[config.mk]
export PLATFORM = sky130hd
export DESIGN_NAME = multi_ss_adc_ctrl_flat
export DESIGN_NICKNAME = d
export VERILOG_FILES = /design/src/rtl/multi_ss_adc_ctrl_if.sv /design/src/rtl/multi_ss_adc_ctrl.sv /design/src/flat_wrapper.sv
export SDC_FILE = /design/constraint.sdc
export NUM_CORES = 1
export LEC_CHECK = 0
export CAP_MARGIN = 0
export CORE_MARGIN = 2
export CORE_UTILIZATION = 40
export CTS_BUF_LIST = sky130_fd_sc_hd__clkbuf_8
export CTS_CLUSTER_DIAMETER = 40
export CTS_CLUSTER_SIZE = 40
export DETAILED_ROUTE_END_ITERATION = 16
export GPL_TIMING_DRIVEN = 0
export PLACE_DENSITY = 0.59
export SLEW_MARGIN = 40
export SYNTH_ARGS = -nofsm -noshare
export SYNTH_HDL_FRONTEND = slang
export SYNTH_SLANG_ARGS = --single-unit
[constraint.sdc]
create_clock -name clk -period 2.2 [get_ports clk]
set_input_delay 0.44 -clock clk [delete_from_list [all_inputs] [get_ports clk]]
set_output_delay 0.44 -clock clk [all_outputs]
set_load 0.05 [all_outputs]
[src/rtl/multi_ss_adc_ctrl_if.sv]
// Result-frame handshake between the single-slope ADC controller and its consumer.
// The master side (controller) drives valid/data/ovf; the consumer drives ready.
interface multi_ss_adc_ctrl_if #(
    parameter int NUM_SENSORS = 1,
    parameter int WIDTH       = 8
);
    logic                         out_valid;
    logic                         out_ready;
    logic [NUM_SENSORS*WIDTH-1:0] out_data;
    logic [NUM_SENSORS-1:0]       out_ovf;

    modport master (output out_valid, output out_data, output out_ovf, input out_ready);
    modport slave  (input out_valid, input out_data, input out_ovf, output out_ready);
endinterface

[src/rtl/multi_ss_adc_ctrl.sv]
// Multi-channel single-slope ADC back-end: ramp sequencing, comparator synchronisation,
// first-edge time capture per channel and a packed result frame on a valid/ready handshake.

module multi_ss_adc_lane #(
    parameter int WIDTH       = 8,
    parameter int SYNC_STAGES = 2
) (
    input  logic             clk,
    input  logic             rst,
    input  logic             comp_i,
    input  logic             clr_i,
    input  logic             arm_i,
    input  logic [WIDTH+1:0] t_i,
    output logic             cap_d_o,
    output logic [WIDTH-1:0] val_d_o
);
    localparam int SW = (SYNC_STAGES > 0) ? SYNC_STAGES : 1;
    localparam logic [WIDTH+1:0] SOFF = (WIDTH+2)'(SYNC_STAGES);

    logic [SW-1:0]    sync_q;
    logic             comp_s, prev_q, cap_q, hit;
    logic [WIDTH-1:0] val_q, t_cap;
    logic [WIDTH+1:0] diff;

    if (SW == 1) begin : g_sync1
        always_ff @(posedge clk) begin
            if (rst) sync_q <= '0;
            else     sync_q <= comp_i;
        end
    end else begin : g_syncn
        always_ff @(posedge clk) begin
            if (rst) sync_q <= '0;
            else     sync_q <= {sync_q[SW-2:0], comp_i};
        end
    end

    assign comp_s = (SYNC_STAGES == 0) ? comp_i : sync_q[SW-1];

    // Timer runs SYNC_STAGES ahead of the sample that produced the edge; undo that skew.
    assign diff  = t_i - SOFF;
    assign t_cap = (t_i < SOFF) ? '0 :
                   (diff[WIDTH+1:WIDTH] != 2'b00) ? '1 : diff[WIDTH-1:0];

    assign hit     = arm_i & comp_s & ~prev_q & ~cap_q;
    assign cap_d_o = clr_i ? 1'b0 : (cap_q | hit);
    assign val_d_o = hit ? t_cap : val_q;

    always_ff @(posedge clk) begin
        if (rst) begin
            prev_q <= 1'b0;
            cap_q  <= 1'b0;
            val_q  <= '0;
        end else begin
            prev_q <= clr_i ? 1'b0 : comp_s;
            cap_q  <= cap_d_o;
            val_q  <= val_d_o;
        end
    end
endmodule

module multi_ss_adc_ctrl #(
    parameter int NUM_SENSORS = 1,
    parameter int WIDTH       = 8,
    parameter int SYNC_STAGES = 2
) (
    input  logic                   clk,
    input  logic                   rst,
    input  logic                   start_i,
    input  logic [NUM_SENSORS-1:0] comp_out_i,
    output logic                   ramp_en_o,
    output logic [WIDTH-1:0]       ramp_code_o,
    output logic                   busy_o,
    multi_ss_adc_ctrl_if.master    res_if
);
    localparam int TW = WIDTH + 2;
    localparam logic [TW-1:0] T_LAST      = TW'((1 << WIDTH) - 1);
    localparam logic [TW-1:0] T_DRAIN_END = TW'((1 << WIDTH) + SYNC_STAGES - 1);

    typedef enum logic [1:0] {IDLE, RAMP, DRAIN, DONE} state_t;

    state_t                            state_q;
    logic [TW-1:0]                     t_q;
    logic                              ramp_en_q, busy_q, valid_q;
    logic [WIDTH-1:0]                  ramp_code_q;
    logic [NUM_SENSORS-1:0][WIDTH-1:0] data_q, val_d;
    logic [NUM_SENSORS-1:0]            ovf_q, cap_d;
    logic                              clr, arm, enter_done;

    assign clr        = (state_q == IDLE) && start_i;
    assign arm        = (state_q == RAMP) || (state_q == DRAIN);
    assign enter_done = ((state_q == RAMP) && (t_q == T_LAST) && (SYNC_STAGES == 0)) ||
                        ((state_q == DRAIN) && (t_q == T_DRAIN_END));

    for (genvar i = 0; i < NUM_SENSORS; i++) begin : g_lane
        multi_ss_adc_lane #(.WIDTH(WIDTH), .SYNC_STAGES(SYNC_STAGES)) u_lane (
            .clk    (clk),
            .rst    (rst),
            .comp_i (comp_out_i[i]),
            .clr_i  (clr),
            .arm_i  (arm),
            .t_i    (t_q),
            .cap_d_o(cap_d[i]),
            .val_d_o(val_d[i])
        );
    end

    always_ff @(posedge clk) begin
        if (rst) begin
            state_q     <= IDLE;
            t_q         <= '0;
            ramp_en_q   <= 1'b0;
            ramp_code_q <= '0;
            busy_q      <= 1'b0;
            valid_q     <= 1'b0;
            data_q      <= '0;
            ovf_q       <= '0;
        end else begin
            case (state_q)
                IDLE: if (start_i) begin
                    state_q     <= RAMP;
                    t_q         <= '0;
                    ramp_en_q   <= 1'b1;
                    ramp_code_q <= '0;
                    busy_q      <= 1'b1;
                end
                RAMP: begin
                    t_q <= t_q + 1'b1;
                    if (t_q == T_LAST) begin
                        ramp_en_q   <= 1'b0;
                        ramp_code_q <= '0;
                        if (SYNC_STAGES != 0) state_q <= DRAIN;
                    end else begin
                        ramp_code_q <= t_q[WIDTH-1:0] + 1'b1;
                    end
                end
                DRAIN: t_q <= t_q + 1'b1;
                DONE: if (res_if.out_ready) begin
                    state_q <= IDLE;
                    valid_q <= 1'b0;
                    busy_q  <= 1'b0;
                end
                default: state_q <= IDLE;
            endcase
            // Frame latch includes an edge captured on this very cycle.
            if (enter_done) begin
                state_q <= DONE;
                valid_q <= 1'b1;
                for (int i = 0; i < NUM_SENSORS; i++) begin
                    data_q[i] <= cap_d[i] ? val_d[i] : '1;
                    ovf_q[i]  <= ~cap_d[i];
                end
            end
        end
    end

    assign ramp_en_o        = ramp_en_q;
    assign ramp_code_o      = ramp_code_q;
    assign busy_o           = busy_q;
    assign res_if.out_valid = valid_q;
    assign res_if.out_data  = data_q;
    assign res_if.out_ovf   = ovf_q;
endmodule

[src/flat_wrapper.sv]
// flat-port wrapper written by rule: the top's interface ports become plain ports
module multi_ss_adc_ctrl_flat 
#(
    parameter int NUM_SENSORS = 1,
    parameter int WIDTH       = 8,
    parameter int SYNC_STAGES = 2
)
  (clk, rst, start_i, comp_out_i, ramp_en_o, ramp_code_o, busy_o, res_if_out_valid, res_if_out_data, res_if_out_ovf, res_if_out_ready);
  multi_ss_adc_ctrl_if #(.NUM_SENSORS(NUM_SENSORS), .WIDTH(WIDTH)) res_if_i ();
  input  logic clk;
  input  logic rst;
  input  logic start_i;
  input  logic [NUM_SENSORS-1:0] comp_out_i;
  output logic ramp_en_o;
  output logic [WIDTH-1:0] ramp_code_o;
  output logic busy_o;
  output wire logic [$bits(res_if_i.out_valid)-1:0] res_if_out_valid;
  output wire logic [$bits(res_if_i.out_data)-1:0] res_if_out_data;
  output wire logic [$bits(res_if_i.out_ovf)-1:0] res_if_out_ovf;
  input wire logic [$bits(res_if_i.out_ready)-1:0] res_if_out_ready;
  assign res_if_out_valid = res_if_i.out_valid;
  assign res_if_out_data = res_if_i.out_data;
  assign res_if_out_ovf = res_if_i.out_ovf;
  assign res_if_i.out_ready = res_if_out_ready;
  multi_ss_adc_ctrl #(.NUM_SENSORS(NUM_SENSORS), .WIDTH(WIDTH), .SYNC_STAGES(SYNC_STAGES)) u_core (.clk(clk), .rst(rst), .start_i(start_i), .comp_out_i(comp_out_i), .ramp_en_o(ramp_en_o), .ramp_code_o(ramp_code_o), .busy_o(busy_o), .res_if(res_if_i));
endmodule
Word-level counts from Yosys, hierarchy flattened
Index checks and enable logic that the tools add are counted.
Widths: inputs -> output; s select.
- add/subtract/negate cells: 3
- order comparisons: 1
- equality and inequality tests: 11
- muxes and demuxes: 22
- bitwise operators: 7
- reduce and logical (&&, ||, !) cells: 19
- operators with widths (cell ; number):
    $mux 8 ; 6
    $pmux 10 s2 ; 1
    $pmux 8 s2 ; 1
    $reduce_bool 2->1 ; 6
    $add 10x1->10 const B ; 1
    $eq 10x8->1 const B ; 1
    $eq 10x9->1 const B ; 1
    $lt 10x2->1 const B ; 1
    $mux 10 ; 1
    $sub 10x2->10 const B ; 1
    $ne 3x2->1 const B ; 3
    $add 8x1->8 const B ; 1
    $mux 2 ; 4
    $mux 1 ; 6
    $ne 2x2->1 const B ; 3
    $pmux 2 s3 ; 1
    $reduce_and 2->1 ; 3
    $reduce_and 3->1 ; 2
    $eq 2x2->1 const B ; 2
    $pmux 1 s2 ; 2
    $reduce_and 4->1 ; 1
    $reduce_bool 4->1 ; 1
    $reduce_or 2->1 ; 2
    $and 1x1->1 ; 3
    6 further kinds ; 9
- register bits: 44
- input port bits: 5
- output and inout port bits: 20

Longest topological paths before layout
Gate-level depths: netlist (run 1).
- word-level depth: 8
- depth in mapped cells: 9

By module
A second synthesis (run 1) with hierarchy kept.
- cell total of the unflattened synthesis: 278
- area, all modules: 2342.2 um^2
- by module, submodules not included (module ; times used ; cells each ; area each (um^2) ; sequential area each (um^2)):
    multi_ss_adc_ctrl ; 1 ; 179 ; 1551.5 ; 640.6
    multi_ss_adc_lane ; 1 ; 99 ; 790.8 ; 240.2

Worst setup path after synthesis (run 1)
Ideal clock, no wire load.
- path kind: reg2reg
- from: register u_core.t_q[2]
- to: register u_core.data_q (netlist bit u_core.res_if.out_data[4])
- arrival: 2.133 ns
- data required time: 2.064 ns
- slack: -0.070 ns
- cell stages (with the launch flop): 10
- clock period less this slack: 2.270 ns
- path through: dfxtp_1 buf_2 inv_1 ha_1 or3b_4 or4_4 xnor2_1 o31a_1 a21oi_1 a21oi_1
- word-level cells in the longest chain between the ends: 6
- elaborated cells on any way between the ends: 9
- RTL lines (element ; RTL line ; text):
    start, declared ; multi_ss_adc_ctrl.sv:82 ; logic [TW-1:0] t_q;
    start signal, assigned ; multi_ss_adc_ctrl.sv:127 ; t_q <= t_q + 1'b1;
    start signal, assigned ; multi_ss_adc_ctrl.sv:136 ; DRAIN: t_q <= t_q + 1'b1;
    $sub 10x2->10 ; multi_ss_adc_ctrl.sv:40 ; assign diff = t_i - SOFF;
    $reduce_bool 2->1 ; multi_ss_adc_ctrl.sv:42 ; (diff[WIDTH+1:WIDTH] != 2'b00) ? '1 : diff[WIDTH-1:0];
    $mux 8 ; multi_ss_adc_ctrl.sv:42 ;
    $mux 8 ; multi_ss_adc_ctrl.sv:41 ; assign t_cap = (t_i < SOFF) ? '0 :
    $mux 8 ; multi_ss_adc_ctrl.sv:46 ; assign val_d_o = hit ? t_cap : val_q;
    $mux 8 ; multi_ss_adc_ctrl.sv:149 ; data_q[i] <= cap_d[i] ? val_d[i] : '1;
    end signal, assigned by index ; multi_ss_adc_ctrl.sv:149 ;
    end, declared ; multi_ss_adc_ctrl.sv:85 ; logic [NUM_SENSORS-1:0][WIDTH-1:0] data_q, val_d;
Parallel ways exist; a longest one is shown, timed or not.
A chain may end at the register's enable or synchronous reset.

Final worst setup path (run 1)
Same ends and word-level chain as after synthesis.

==> metrics.txt, run 1 <==
status=complete, but fails checks; failing checks=negative setup slack; Crit. End Element=register; CTS H-Tree Depth=2; Core ar.=5439 µm²; cell chain of the critical path=inv_4 > ha_4 > or3b_4 > or4_4 > xnor2_2 > o31a_1 > a21oi_2 > a21oi_1; Rows=27; synthesized area=2227 µm²; via count=1935; NumNets Final=314; number of global-route vias before repair=1815; CP delay by family, top=simple AND/OR/NAND/NOR gates; Residual DRC=0; layout cells sized above 1=0.1887; Cells after Synth=262; unrepaired setup endpoints after global routing=true; Die Ht=78.62 µm; leak pwr=1.074 nW; remaining antenna violation count=0; final period utilization=1.005; Layout Skew=0.009099 ns; post-route setup TNS=-0.01155 ns; # diodes=0; Synthesis Warnings=0; Mapped Nets=275; initial antenna violation count=0; number of clock sinks=44; Setup WS pre-CTS=-0.1557 ns; die width=78.62 µm; Hold Fails Final Rpt=0; register bit total from synthesis=44; ys flop type=dfxtp_1; post-synthesis sequential area ratio=0.3955; HPWL after detailed placement=3767 µm; max incr delay on CP=0.53 ns; Routed WL=5233 µm; Slew @ Worst Pin=0.7501 ns; FF-to-FF End=u_core.res_if.out_data[4]$_SDFFE_PP0P_; CP startpoint=u_core.t_q[2]$_SDFFE_PP0P_; CTS tree=done; clock slew at reported path FFs=0.09 ns; WL met1=2621 µm; post-DR vias/cell=5.174; total CTS buffers=5; reg2reg path depth=8; Clock Latency Late Sink=0.30 ns; CP Launch Type=register; synth-to-layout area growth=28.20%; CP required=2.37 ns; Async SR Flop Fraction=0; clk buf depth=2; Slew headroom=0.4966; die area=6180 µm²; port bufs=24; number of I/O pins=25; largest net degree at the start of global routing=14; highest metal used=met4; Initial Utilization=0.4095; met2 WL=2334 µm; minimum clock period=2.212 ns; initial DRC count=152; iteration count of the initial detailed-routing pass=4; pwr dens=571.0 nW/µm²; post-route setup slack=-0.01155 ns; final slew viol count=0; f_max=452.2 MHz; Max-Cap Viols=0; Hold WS=0.4483 ns; hold_buf cts=0; maximum VDD drop=319.8 µV; crit-path max FO=4; PnR Total Power=1.630 mW; first-pass GRT wire length=8845 µm; post-synth cell types=49; FF-to-FF Start=u_core.t_q[2]$_SDFFE_PP0P_; critical path class=register to register; CP arrival=2.38 ns; Routability Congestion=0.8088; Avg Cell Area, Syn=8.501 µm²; GRT overflow=0; Tot GR Track Use=0.1814; HP Class=register to register; Slowest-stage cell, CP=or4_4; endpoints failing setup=1; count of buffer and inverter cells on the critical path=1; Critical Path Stages=8; clock root buffer=clkbuf_8; r2r setup slk=-0.01 ns; number of synthesized flops with an enable pin=0; WL per Instance=13.99 µm; met3 WL=215 µm; crit path to=u_core.res_if.out_data[4]$_SDFFE_PP0P_
[cell usage after synthesis (6+ instances only)]
cell type  instances  area share
a21oi_1           23       0.052
ha_1               8       0.045
clkbuf_1           6       0.010
nor3_1            10       0.022
a31oi_1            7       0.020
nor2b_1            7       0.020
nor2_1            21       0.035
o21bai_1           8       0.027
inv_1              7       0.012
o21ai_0           11       0.025
nand2_1           35       0.059
xnor2_1            6       0.024
o21ai_1            7       0.016
dfxtp_1           44        0.40
[kinds of logic after synthesis]
group                      synth area share
AOI/OAI and AO/OA                    0.1944
buffers and inverters               0.06292
muxes                               0.01404
DFF                                  0.3955
adders and majority gates           0.04495
xor gates and xnor gates            0.03540
and+or+nand+nor                      0.2528
[area by class of cell]
class | instances | area, µm²
Clock buffer | 7 | 96.34
Clock inverter | 1 | 30.03
Sequential cell | 44 | 888.4
Tap cell | 72 | 90.09
Inverter | 7 | 31.28
Multi-Input combinational cell | 195 | 1301
Buffer | 15 | 110.1
Fill cell | 523 | 2584
Timing Repair Buffer | 33 | 307.8
[sequential cells by signal, summed over array words and instances, names as in the netlist]
| name | cells |
|---|---|
| u_core.busy_o | 1 |
| u_core.g_lane.u_lane.prev_q | 1 |
| u_core.ramp_code_o | 8 |
| u_core.res_if.out_data | 8 |
| u_core.g_lane.u_lane.val_q | 8 |
| u_core.ramp_en_o | 1 |
| u_core.t_q | 10 |
| u_core.res_if.out_ovf | 1 |
| u_core.res_if.out_valid | 1 |
| u_core.state_q | 2 |
| u_core.g_lane.u_lane.cap_q | 1 |
| u_core.g_lane.u_lane.sync_q | 2 |
[worst reg2reg max path, cell delays in order (launching register included)]
cell     delay (ns)
dfxtp_4        0.37
inv_4          0.06
ha_4           0.13
or3b_4         0.37
or4_4          0.53
xnor2_2        0.15
o31a_1         0.26
a21oi_2        0.14
a21oi_1        0.08
[cell usage in the layout, fill, tap and decap left out, types with 7 or more instances in the layout]
| cell type | count |
|---|---|
| o21bai_1 | 8 |
| nor2_1 | 21 |
| a21oi_1 | 20 |
| a31oi_1 | 7 |
| o21ai_0 | 11 |
| clkbuf_8 | 9 |
| buf_4 | 11 |
| dfxtp_1 | 42 |
| nand2_1 | 35 |
| ha_1 | 7 |
| nor3_1 | 10 |
| clkdlybuf4s50_1 | 24 |
[worst min path at each step]
stage | startpoint | endpoint | slack [ns] | depth (start not counted)
after CTS | u_core.g_lane[0].u_lane.sync_q[0]$_SDFF_PP0_ | u_core.g_lane[0].u_lane.sync_q[1]$_SDFF_PP0_ | 0.45 | 1
final | u_core.g_lane[0].u_lane.sync_q[0]$_SDFF_PP0_ | u_core.g_lane[0].u_lane.sync_q[1]$_SDFF_PP0_ | 0.45 | 1
after detailed placement | u_core.g_lane[0].u_lane.sync_q[0]$_SDFF_PP0_ | u_core.g_lane[0].u_lane.sync_q[1]$_SDFF_PP0_ | 0.43 | 1
after floorplan | u_core.g_lane[0].u_lane.sync_q[0]$_SDFF_PP0_ | u_core.g_lane[0].u_lane.sync_q[1]$_SDFF_PP0_ | 0.41 | 1
after global placement | u_core.g_lane[0].u_lane.sync_q[0]$_SDFF_PP0_ | u_core.g_lane[0].u_lane.sync_q[1]$_SDFF_PP0_ | 0.42 | 1
after global routing | u_core.g_lane[0].u_lane.sync_q[0]$_SDFF_PP0_ | u_core.g_lane[0].u_lane.sync_q[1]$_SDFF_PP0_ | 0.46 | 1
[power breakdown]
group	internal [mW]	leakage, nW	switching, mW
clock	0.401	0.0645	0.265
sequential	0.804	0.357	0.00911
combinational	0.0522	0.652	0.0992
[stage by stage]
stage	cells	area, µm²	util
2_1_floorplan	262	2252	-
6_report	374	2855	0.5250
4_1_cts	369	2771	0.5095
3_3_place_gp	358	2582	0.4748
3_5_place_dp	358	2582	0.4748
5_1_grt	374	2855	0.5250
[routing by layer]
metal / track usage / vias to the layer above
met3: 0.03908 / 7
met2: 0.2829 / 38
met5: 0 / -
li1: - / 997
met1: 0.2528 / 893
met4: 0.04912 / 0
[repair_timing]
| action | in CTS | in global routing |
|---|---|---|
| endpoints found under the setup margin | 16 | 13 |
| endpoints found under the hold margin | 0 | 0 |
| gates resized for setup | 13 | 10 |
| buffers inserted | 4 | 5 |
| pin swaps | 6 | 14 |
(Power assumes the default switching activity.)
==> run 2, diff against run 1 <==
--- a/config.mk
+++ b/config.mk
@@ -13,7 +13,7 @@
 export CTS_CLUSTER_SIZE = 40
 export DETAILED_ROUTE_END_ITERATION = 16
 export GPL_TIMING_DRIVEN = 0
-export PLACE_DENSITY = 0.59
+export PLACE_DENSITY = 0.57
 export SLEW_MARGIN = 40
 export SYNTH_ARGS = -nofsm -noshare
 export SYNTH_HDL_FRONTEND = slang
==> constraint.sdc (replaced) <==
create_clock -name clk -period 2.35 [get_ports clk]
set_input_delay 0.47 -clock clk [delete_from_list [all_inputs] [get_ports clk]]
set_output_delay 0.47 -clock clk [all_outputs]
set_load 0.05 [all_outputs]
==> run 2 against run 1 <==
Effect of this change: the run now ends clean; clock power decreased by 11%; global-route usage increased by 0.062 points; clock skew about the same; largest cell class unchanged; cell count decreased by 2.4%.
==> metrics.txt, run 2 (same netlist as run 1, synthesis figures left out) <==
status=finished clean; post-route setup slack=0.1088 ns; crit-path max FO=10; Residual DRC=0; CP startpoint=u_core.t_q[6]$_SDFFE_PP0P_; CTS tree=done; Max-Cap Viols=0; clk buf depth=2; final slew viol count=0; HP Class=register to register; Clock Latency Late Sink=0.30 ns; Pint=1.121 mW; initial antenna violation count=0; Core ar.=5439 µm²; CP Launch Type=register; # Post-CTS Setup Buffers=0; Slew headroom=0.5004; first-pass GRT wire length=8735 µm; final period utilization=0.9537; iteration count of the initial detailed-routing pass=4; reg2reg path depth=7; f_max=446.2 MHz; Routability Congestion=0.8378; sequential power share=0.510; post-layout util=0.4983; clock share of power=0.398; Routed WL=5112 µm; Sw Pwr=0.3751 mW; post-DR vias/cell=5.205; Tot GR Track Use=0.1820; GRT overflow=0; Slew @ Worst Pin=0.7444 ns; Crit. End Element=register; layout cells sized above 1=0.1297; max reg flops=10; clock root buffer=clkbuf_8; CP arrival=2.42 ns; leak pwr=1.017 nW; FF-to-FF End=u_core.res_if.out_data[3]$_SDFFE_PP0P_; synth-to-layout area growth=21.69%; via count=1900; port bufs=24; hold_buf cts=0; largest net degree at the start of global routing=16; post-route setup TNS=0 ns; Initial Utilization=0.4095; Layout Skew=0.009037 ns; CP required=2.53 ns; number of global-route vias before repair=1770; critical path class=register to register; remaining antenna violation count=0; endpoints failing setup=0; die width=78.62 µm; combinational share of power=0.092; pwr dens=552.0 nW/µm²; Die Ht=78.62 µm; most frequent cells in the layout=dfxtp_1, nand2_1, clkdlybuf4s50_1; number of I/O pins=25; initial DRC count=81; HPWL after detailed placement=3691 µm; register bank with the most flops=u_core.t_q; Setup WS pre-CTS=-0.1177 ns; commonest non-fill, non-tap cell in the layout=dfxtp_1; WL per Instance=14.01 µm; r2r setup slk=0.11 ns; die area=6180 µm²; clock slew at reported path FFs=0.09 ns; NumNets Final=305; FF-to-FF Start=u_core.t_q[6]$_SDFFE_PP0P_; maximum VDD drop=353.0 µV; total CTS buffers=5; Hold Fails Final Rpt=0; switching power share of the total=0.2507; CTS H-Tree Depth=2; crit path to=u_core.res_if.out_data[3]$_SDFFE_PP0P_; Rows=27; number of clock sinks=44; # diodes=0; minimum clock period=2.241 ns
run 2: cell count changes in the layout (fill, tap and decap cells not counted), sizes merged:
cell,before,now
buf,16,7
clkbuf,15,13
clkinv,0,2
run 2: worst min-delay path by stage:
stage | depth (start not counted) | end | startpoint
after CTS | 1 | u_core.g_lane[0].u_lane.sync_q[1]$_SDFF_PP0_ | u_core.g_lane[0].u_lane.sync_q[0]$_SDFF_PP0_
final | 1 | u_core.g_lane[0].u_lane.sync_q[1]$_SDFF_PP0_ | u_core.g_lane[0].u_lane.sync_q[0]$_SDFF_PP0_
after detailed placement | 1 | u_core.g_lane[0].u_lane.sync_q[1]$_SDFF_PP0_ | u_core.g_lane[0].u_lane.sync_q[0]$_SDFF_PP0_
after global placement | 1 | u_core.g_lane[0].u_lane.sync_q[1]$_SDFF_PP0_ | u_core.g_lane[0].u_lane.sync_q[0]$_SDFF_PP0_
after global routing | 1 | u_core.g_lane[0].u_lane.sync_q[1]$_SDFF_PP0_ | u_core.g_lane[0].u_lane.sync_q[0]$_SDFF_PP0_
after floorplan | 1 | u_core.g_lane[0].u_lane.sync_q[1]$_SDFF_PP0_ | u_core.g_lane[0].u_lane.sync_q[0]$_SDFF_PP0_
run 2: final cells by class:
class	instances	area (µm²)
plain buffers	15	108.9
clock buffers	5	68.82
clock inverters	3	47.55
fillers	558	2729
inverters	7	28.78
multi-input cells	195	1240
flip-flops and latches	44	885.9
well taps	72	90.09
repair buffers	24	240.2
run 2: routing by layer:
metal | wire (µm) | GRT usage
met5 | 0 | 0
met4 | 83 | 0.05614
met3 | 166 | 0.03678
met2 | 2345 | 0.2923
met1 | 2516 | 0.2455
run 2: repair_timing:
item	CTS	global route
gates cloned	0	0
gates resized for setup	4	9
setup endpoints to repair	12	16
run 2: metrics by stage:
| step | hold slack [ns] | instance area (µm²) | instances | total power, mW |
|---|---|---|---|---|
| after floorplan | 0.4138 | 2227 | 262 | 0.8714 |
| after global routing | 0.4685 | 2710 | 365 | 1.560 |
| after global placement | 0.4263 | 2557 | 358 | 0.9172 |
| after detailed placement | 0.4223 | 2557 | 358 | 0.9164 |
| final | 0.4344 | 2710 | 365 | 1.496 |
| after CTS | 0.4363 | 2676 | 365 | 1.514 |
run 2: worst max-delay path, cell delays in order, from the launching register on:
cell,delay (ns)
dfxtp_1,0.32
buf_6,0.13
or4_4,0.51
nor2_2,0.25
mux2i_1,0.50
nor2_8,0.05
o21ai_1,0.25
a31oi_1,0.11
run 2: power groups by stage:
stage	Clock, mW	Combinational (mW)	Sequential [mW]
after floorplan	0	0.0756	0.796
after global placement	0	0.136	0.781
after detailed placement	0	0.135	0.781
after CTS	0.614	0.136	0.764
after global routing	0.644	0.153	0.764
final	0.595	0.138	0.763
==> run 3, diff against run 2 <==
--- a/config.mk
+++ b/config.mk
@@ -14,6 +14,7 @@
 export DETAILED_ROUTE_END_ITERATION = 16
 export GPL_TIMING_DRIVEN = 0
 export PLACE_DENSITY = 0.57
+export REMOVE_ABC_BUFFERS = 1
 export SLEW_MARGIN = 40
 export SYNTH_ARGS = -nofsm -noshare
 export SYNTH_HDL_FRONTEND = slang
==> run 3 against run 2 <==
Effect of this change: routed wire length fell by 4.5%; worst hold slack gained 0.019 ns; cell area down 3.1%; largest power group unchanged; total power decreased by 8.0%; setup slack worse by 0.028 ns; sequential power about the same; register-to-register slack got worse by 0.03 ns; cell count decreased by 3.3%; critical path depth up 1; critical path type unchanged; critical endpoint is now u_core.res_if.out_data[4]$_SDFFE_PP0P_; global-route usage is 1.9 points lower; fmax fell by 1.2%; utilization shrank 1.6 points.
==> metrics.txt, run 3 (same netlist as run 1, synthesis figures left out) <==
status=finished clean; largest net degree at the start of global routing=41; remaining antenna violation count=0; NumNets Final=293; met3 WL=130 µm; FF-to-FF Start=u_core.t_q[2]$_SDFFE_PP0P_; Layout Skew=0.01129 ns; synth-to-layout area growth=17.87%; commonest non-fill, non-tap cell in the layout=dfxtp_1; f_max=440.7 MHz; Hold Fails Final Rpt=0; Residual DRC=0; max incr delay on CP=0.45 ns; Rows=27; post-route setup TNS=0 ns; met2 WL=2300 µm; most frequent cells in the layout=dfxtp_1, nand2_1, clkdlybuf4s50_1; HPWL after detailed placement=3299 µm; Worst Hold End=u_core.g_lane[0].u_lane.sync_q[1]$_SDFF_PP0_; endpoints failing setup=0; highest metal used=met4; FF-to-FF End=u_core.res_if.out_data[4]$_SDFFE_PP0P_; number of I/O pins=25; first-pass GRT wire length=7955 µm; critical path class=register to register; Critical Path Stages=8; CP required=2.52 ns; port bufs=24; maximum VDD drop=242.1 µV; Die Ht=78.62 µm; Routability Congestion=0.8269; HP Class=register to register; pwr dens=524.0 nW/µm²; Slowest-stage cell, CP=or4_4; post-route setup slack=0.08092 ns; max reg flops=10; r2r setup slk=0.08 ns; GRT overflow=0; Hold Path Depth=1; register bank with the most flops=u_core.t_q; WL per Instance=13.83 µm; layout cells sized above 1=0.1103; Tot GR Track Use=0.1625; leak pwr=0.9616 nW; die width=78.62 µm; initial DRC count=61; die area=6180 µm²; initial antenna violation count=0; total CTS buffers=5; crit-path max FO=6; CTS H-Tree Depth=2; unrepaired setup endpoints after global routing=true; minimum clock period=2.269 ns; count of buffer and inverter cells on the critical path=1; number of clock sinks=44; CTS tree=done; cell chain of the critical path=inv_1 > ha_2 > or3b_4 > or4_4 > xnor2_1 > o31a_1 > a21oi_2 > a21oi_1; CP arrival=2.44 ns; final slew viol count=0; Max-Cap Viols=0; via count=1864; Slew @ Worst Pin=0.7403 ns; Core ar.=5439 µm²; Setup WS pre-CTS=-0.2855 ns; min-delay src=u_core.g_lane[0].u_lane.sync_q[0]$_SDFF_PP0_; Initial Utilization=0.4095; post-DR vias/cell=5.280; number of global-route vias before repair=1634; reg2reg path depth=8; iteration count of the initial detailed-routing pass=4; Routed WL=4883 µm; Crit. End Element=register; CP Launch Type=register; # diodes=0; clk buf depth=2; CP delay by family, top=simple AND/OR/NAND/NOR gates; WL met1=2369 µm; Clock Latency Late Sink=0.29 ns; Slew headroom=0.5064; final period utilization=0.9656; clock root buffer=clkbuf_8; clock slew at reported path FFs=0.08 ns
## run 3: cell types whose count changed in the layout (fill, tap and decap cells not counted), sizes merged
cell,before,now
buf,7,4
clkdlybuf4s50,24,23
bufinv,1,0
clkbuf,13,6
clkinv,2,0
inv,7,9
## run 3: report_power, final
part | internal [mW] | switching (mW)
registers | 0.754 | 0.00845
logic | 0.0427 | 0.0923
clock network | 0.231 | 0.247
## run 3: worst max-delay path by stage
stage                                                  end  slack (ns)                  startpoint
floorplan           u_core.res_if.out_data[2]$_SDFFE_PP0P_         0.1  u_core.t_q[4]$_SDFFE_PP0P_
finish              u_core.res_if.out_data[4]$_SDFFE_PP0P_        0.08  u_core.t_q[2]$_SDFFE_PP0P_
CTS                 u_core.res_if.out_data[4]$_SDFFE_PP0P_       0.002  u_core.t_q[1]$_SDFFE_PP0P_
global placement    u_core.res_if.out_data[2]$_SDFFE_PP0P_       -0.67  u_core.t_q[4]$_SDFFE_PP0P_
global route        u_core.res_if.out_data[4]$_SDFFE_PP0P_       -0.01  u_core.t_q[2]$_SDFFE_PP0P_
detailed placement  u_core.res_if.out_data[3]$_SDFFE_PP0P_       -0.29  u_core.t_q[4]$_SDFFE_PP0P_
## run 3: area by class of cell
| cell class | count | area, µm² |
|---|---|---|
| multi-input combinational | 195 | 1275 |
| timing repair buffer | 27 | 257.7 |
| tap | 72 | 90.09 |
| clock inverter | 2 | 7.507 |
| fill | 555 | 2814 |
| clock buffer | 6 | 82.58 |
| inverter | 7 | 26.28 |
| sequential | 44 | 885.9 |
## run 3: timing repair
item	CTS	global route
buffers inserted	1	2
gates resized for setup	3	12
pin swaps	1	0
endpoints found under the setup margin	10	15
cloned	0	0
hold buffers	0	0
## run 3: metal layers
layer | vias to the layer above | track usage
li1 | 951 | -
met1 | 879 | 0.2129
met2 | 26 | 0.2590
met3 | 8 | 0.03448
met4 | 0 | 0.06667
met5 | - | 0
## run 3: per-stage QoR
step / hold slack (ns) / util / power [mW] / instance area, µm² / instances
2_1_floorplan: 0.4138 / - / 0.8608 / 2113 / 246
3_3_place_gp: 0.4237 / 0.4493 / 0.9115 / 2444 / 342
3_5_place_dp: 0.4478 / 0.4500 / 0.9107 / 2447 / 342
4_1_cts: 0.4577 / 0.4700 / 1.393 / 2556 / 351
5_1_grt: 0.4776 / 0.4826 / 1.440 / 2625 / 353
6_report: 0.4536 / 0.4826 / 1.376 / 2625 / 353
==> patch 1, RTL diff (config.mk and constraints of run 2) <==
`NUM_SENSORS` is set to 1 in 3 places; all go to 2.
--- a/src/rtl/multi_ss_adc_ctrl_if.sv
+++ b/src/rtl/multi_ss_adc_ctrl_if.sv
@@ -1,7 +1,7 @@
 // Result-frame handshake between the single-slope ADC controller and its consumer.
 // The master side (controller) drives valid/data/ovf; the consumer drives ready.
 interface multi_ss_adc_ctrl_if #(
-    parameter int NUM_SENSORS = 1,
+    parameter int NUM_SENSORS = 2,
     parameter int WIDTH       = 8
 );
     logic                         out_valid;
--- a/src/rtl/multi_ss_adc_ctrl.sv
+++ b/src/rtl/multi_ss_adc_ctrl.sv
@@ -59,7 +59,7 @@
 endmodule
 
 module multi_ss_adc_ctrl #(
-    parameter int NUM_SENSORS = 1,
+    parameter int NUM_SENSORS = 2,
     parameter int WIDTH       = 8,
     parameter int SYNC_STAGES = 2
 ) (
--- a/src/flat_wrapper.sv
+++ b/src/flat_wrapper.sv
@@ -1,7 +1,7 @@
 // flat-port wrapper written by rule: the top's interface ports become plain ports
 module multi_ss_adc_ctrl_flat 
 #(
-    parameter int NUM_SENSORS = 1,
+    parameter int NUM_SENSORS = 2,
     parameter int WIDTH       = 8,
     parameter int SYNC_STAGES = 2
 )
Ports: changed (resized comp_out_i, res_if_out_data and res_if_out_ovf); port bits go from 25 to 35. The function was not compared with the original's and may differ.
==> patch 1 against run 2 <==
Maximum frequency decreased by 0.63%. Worst setup slack lost 14 ps. Power increased by 56%. Combinational power up 51%. Cell area increased by 45%. Utilization increased by 1.7 points. Global-route usage increased by 2.4 points. First-iteration DRC count grew 26%. Area after synthesis rose by 38%. Routed wire length up 63%. Sequential cell count increased by 21. Largest cell class unchanged.
==> patch 1: results (changes against run 2) <==
- Maximum VDD drop: 0.293 mV (was 0.353 mV)
- Via count of the first global-routing pass: 2659 (was 1770)
- Port Buf Inserts: 33 (was 24)
- Commonest cells in the netlist: nor2_1, dfxtp_1, nand2_1 (was dfxtp_1, nand2_1, a21oi_1)
- Fraction of layout cells with a size suffix above 1: 0.131 (was 0.130)
- Number of nets in the synthesized netlist: 387 (was 275)
- Parity-gate share of the synthesized area counting xor and xnor cells: 0.0227 (was 0.0354)
- Vias per Instance: 5.27 (was 5.21)
- Clk_skew: 3.47 ps (was 9.04 ps)
- H-tree depth: 3 (was 2)
- Register clock-pin slew on the reported worst setup and hold paths: 70 ps (was 90 ps)
- Insertion delay of the later-clocked pin in the worst-skew pair: 340 ps (was 300 ps)
- Total number of nets in the final design: 436 (was 305)
- Transition time at the pin with the least slew margin: 692 ps (was 744 ps)
- Routed WL per cell: 15.8 µm (was 14.0 µm)
- Inserted Clock Buffers: 9 (was 5)
- Detail Placement HPWL: 6010 µm (was 3690 µm)
- Synthesized-area fraction occupied by ao, oa, aoi and oai cells: 0.192 (was 0.194)
- Critical path data arrival time: 2520 ps (was 2420 ps)
- First-pass GRT wire length: 13600 µm (was 8740 µm)
- Total iterations of the first detailed-routing run: 5 (was 4)
- Run status: completed (unchanged)
- Leakage: 1.42 nW (was 1.02 nW)
- Routability congestion estimate from global placement: 0.888 (was 0.838)
- Setup slack of the most critical reg-to-reg path: approximately 95 ps
- Largest net degree at the start of global routing: 11 (was 16)
- Initial DRC count: 102 (was 81)
- Placed standard-cell area: 3550 µm² (was 2560 µm²)
- Number of distinct library cells after synthesis: 51 (was 49)
- Adder and majority cell fraction of the synthesized area: 0.0325 (was 0.0449)
- GR Util All Layers: 0.206 (was 0.182)
-- patch 1: per-stage QoR --
stage / utilization / power [mW] / worst slack (ps) / std cells
2_1_floorplan: - / 1.29 / 154 / 373
3_3_place_gp: 0.466 / 1.36 / -442 / 508
3_5_place_dp: 0.467 / 1.36 / -365 / 508
4_1_cts: 0.499 / 2.35 / 12.3 / 525
5_1_grt: 0.515 / 2.42 / -12.3 / 529
6_report: 0.515 / 2.33 / 94.7 / 529
-- patch 1: cell families (layout without fill, tap and decap cells) --
group,Yosys count,count (layout)
flip-flops,65,65
AO/OA/AOI/OAI,84,84
AND/OR/NAND/NOR,167,167
adder cells (fa/ha/maj),8,8
multiplexers,6,6
buffers and inverters,35,89
XOR/XNOR,8,8
-- patch 1: path summary, 6_finish.rpt --
path	start	cells past startpoint	end
worst max register to register	u_core.t_q[8]	6	u_core.res_if.out_data[0]
worst min register to register	u_core.g_lane[0].u_lane.sync_q[0]	1	u_core.g_lane[0].u_lane.sync_q[1]
worst min-delay path	u_core.g_lane[0].u_lane.sync_q[0]	1	u_core.g_lane[0].u_lane.sync_q[1]
worst max-delay path	u_core.t_q[8]	6	u_core.res_if.out_data[0]
-- patch 1: timing repair --
action                     CTS  global route
hold buffers                 0             0
pin swaps                    2             3
gates cloned                 0             0
hold endpoints to repair     0             0
buffers inserted             1             4
setup endpoints to repair   25            23
gates resized for setup      8            24
-- patch 1: area by class of cell --
class,count,area (µm²)
Multi-Input combinational cell,273,1740
Clock buffer,12,165
Inverter,8,30.0
Tap cell,102,128
Timing Repair Buffer,38,380
Clock inverter,4,42.5
Sequential cell,65,1300
Fill cell,758,3690
Buffer,27,128
-- patch 1: worst max-delay path, stage by stage, from the launching register on --
cell,delay (ps)
dfxtp_1,310
clkbuf_1,360
clkbuf_1,520
nand2_1,150
a22o_1,230
a221o_1,380
a211oi_1,220
-- patch 1: where the power goes --
group,switching (mW),internal [mW]
clock,0.424,0.568
combinational,0.143,0.0653
sequential,0.0121,1.12
-- patch 1: layer usage --
metal / global-route usage / up-vias / part of all wire
met1: 0.273 / 1296 / 0.47
met2: 0.331 / 69 / 0.47
li1: - / 1412 / -
met4: 0.0634 / 0 / 0.011
met5: 0 / - / 0
met3: 0.0526 / 9 / 0.050
==> patch 2, RTL diff (settings of run 2) <==
Without the edit above. Encoding of `state_t`: now one-hot (4 bits for 4 states).
--- a/src/rtl/multi_ss_adc_ctrl.sv
+++ b/src/rtl/multi_ss_adc_ctrl.sv
@@ -76,7 +76,7 @@
     localparam logic [TW-1:0] T_LAST      = TW'((1 << WIDTH) - 1);
     localparam logic [TW-1:0] T_DRAIN_END = TW'((1 << WIDTH) + SYNC_STAGES - 1);
 
-    typedef enum logic [1:0] {IDLE, RAMP, DRAIN, DONE} state_t;
+    typedef enum logic [3:0] {IDLE = 4'b0001, RAMP = 4'b0010, DRAIN = 4'b0100, DONE = 4'b1000} state_t;
 
     state_t                            state_q;
     logic [TW-1:0]                     t_q;
Function: no difference found for any inputs over 10 cycles, from zero or initial values and one cycle with rst high; not proved beyond that.
==> patch 2 against run 2 <==
Routed wire length grew 4.8%. Cell area shrank 0.51%. Power grew 3.1%. Area after synthesis grew 1.6%. Count of clock-buffer cells in the layout is the same. Sequential share of layout area grew 1.5 points. Sequential cell count grew 2. Worst setup slack gained 130 ps. Highest routed layer unchanged.
==> patch 2: results (changes against run 2) <==
- GR Util All Layers: 0.186 (was 0.182)
- Clk_skew: 5.10 ps (was 9.04 ps)
- Largest register by flop count: u_core.t_q (unchanged)
- Run status: completed (unchanged)
- Maximum VDD drop: 0.347 mV (was 0.353 mV)
- Detail Placement HPWL: 3820 µm (was 3690 µm)
- Antenna violations before repair: 0 (unchanged)
- Routed WL per cell: 15.0 µm (was 14.0 µm)
- Initial DRC count: 99 (was 81)
- Worst slew slack as a fraction of its limit: 0.530 (was 0.500)
- Number of nets in the synthesized netlist: 263 (was 275)
- Vias: 1910 (was 1900)
- Leakage: 0.996 nW (was 1.02 nW)
- Worst slack at placement: -35.4 ps (was -118 ps)
- First-pass GRT wire length: 9060 µm (was 8740 µm)
- Port Buf Inserts: 23 (was 24)
- H-tree depth: 2 (unchanged)
- Via count of the first global-routing pass: 1798 (was 1770)
- Routability congestion estimate from global placement: 0.808 (was 0.838)
- Filler cell count in the final layout: 547 (was 558)
- Critical path data arrival time: 2280 ps (was 2420 ps)
- Max reg flops: 10 (unchanged)
- Maximum fanout encountered on the critical timing path: 9 (was 10)
- Largest net degree at the start of global routing: 15 (was 16)
- Syn. warnings: 0 (unchanged)
- Number of distinct library cells after synthesis: 53 (was 49)
- CTS Buffer Depth: 2 (unchanged)
- Post-synth ARST share: 0 (unchanged)
- Insertion delay of the later-clocked pin in the worst-skew pair: 300 ps (about the same)
- Biggest area contributors in the synthesized netlist: dfxtp_1, a21oi_1, nor2_1 (was dfxtp_1, nand2_1, a21oi_1)
- Hold/Removal Path Class: flip-flop to flip-flop (unchanged)
- Library cell used as clock root buffer: clkbuf_8 (unchanged)
- Fraction of layout cells with a size suffix above 1: 0.144 (was 0.130)
- Sequential share of the synthesized area: 0.407 (was 0.396)
- Flip-flop cell with the highest count after synthesis: dfxtp_1 (unchanged)
- Inserted Clock Buffers: 5 (unchanged)
- Commonest cells in the netlist: dfxtp_1, nor2_1, a21oi_1 (was dfxtp_1, nand2_1, a21oi_1)
- Antenna cell count: 0 (unchanged)
- Total number of nets in the final design: 293 (was 305)
patch 2: cell types whose count changed after synthesis, sizes merged, moves of 4 or more:
cell,delta
o21a,-4
nor2b,-5
nand2,-18
nor2,+7
nand2b,+4
o21ai,-7
a22oi,+6
ha,-4
patch 2: kinds of logic (layout without fill, tap and decap cells):
family                     count (synthesis)  after routing  share of synthesized area
muxes                                      2              2                    0.00885
xor gates and xnor gates                  11             11                     0.0426
and+or+nand+nor                           99             99                      0.258
AOI/OAI and AO/OA                         67             67                      0.211
buffers and inverters                     25             56                     0.0503
DFF                                       46             46                      0.407
adders and majority gates                  4              4                     0.0221
patch 2: area by class of cell:
type,count,area (µm²),area share
Multi-Input combinational cell,183,1230,0.457
Timing Repair Buffer,23,230,0.0854
Buffer,16,80.1,0.0297
Clock buffer,5,68.8,0.0255
Tap cell,72,90.1,0.0334
Inverter,9,33.8,0.0125
Sequential cell,46,921,0.342
Clock inverter,3,41.3,0.0153
patch 2: worst paths after layout:
kind                                          start                                 to  slack (ps)  cells after the start
setup / recovery                      u_core.t_q[0]              u_core.ramp_code_o[0]         240                      6
hold / removal    u_core.g_lane[0].u_lane.sync_q[0]  u_core.g_lane[0].u_lane.sync_q[1]         450                      1
setup reg to reg                      u_core.t_q[0]              u_core.ramp_code_o[0]         240                      6
hold reg to reg   u_core.g_lane[0].u_lane.sync_q[0]  u_core.g_lane[0].u_lane.sync_q[1]         450                      1
patch 2: routing by layer:
metal / wire, µm / GRT usage
met1: 2590 / 0.254
met5: 0 / 0
met4: 68 / 0.0517
met3: 170 / 0.0318
met2: 2530 / 0.304
patch 2: what timing repair did:
item | in CTS | in global routing
endpoints found under the setup margin | 0 | 7
buffers inserted | 0 | 0
gates resized for setup | 0 | 1
patch 2: power breakdown:
| part | switching, mW | total [mW] | internal [mW] | leakage, nW |
|---|---|---|---|---|
| registers | 0.0168 | 0.808 | 0.792 | 0.372 |
| logic | 0.0940 | 0.145 | 0.0508 | 0.569 |
| clock network | 0.276 | 0.589 | 0.313 | 0.0556 |
| total | 0.386 | 1.54 | 1.16 | 0.996 |
patch 2: worst max-delay path, cell delays in order (launching register included):
cell,delay [ps]
dfxtp_1,550
ha_1,310
nand3_1,200
nor2_2,280
a41oi_2,320
a22oi_1,270
nor2_1,60
patch 2: through the flow:
stage | hold WS (ps) | setup TNS (ps) | cell area, µm² | std cells | utilization
after CTS | 451 | 0 | 2690 | 357 | 0.492
after global routing | 475 | 0 | 2700 | 357 | 0.493
after detailed placement | 429 | -95.2 | 2580 | 349 | 0.472
after floorplan | 414 | 0 | 2260 | 254 | -
after global placement | 429 | 0 | 2580 | 349 | 0.472
final | 452 | 0 | 2700 | 357 | 0.493
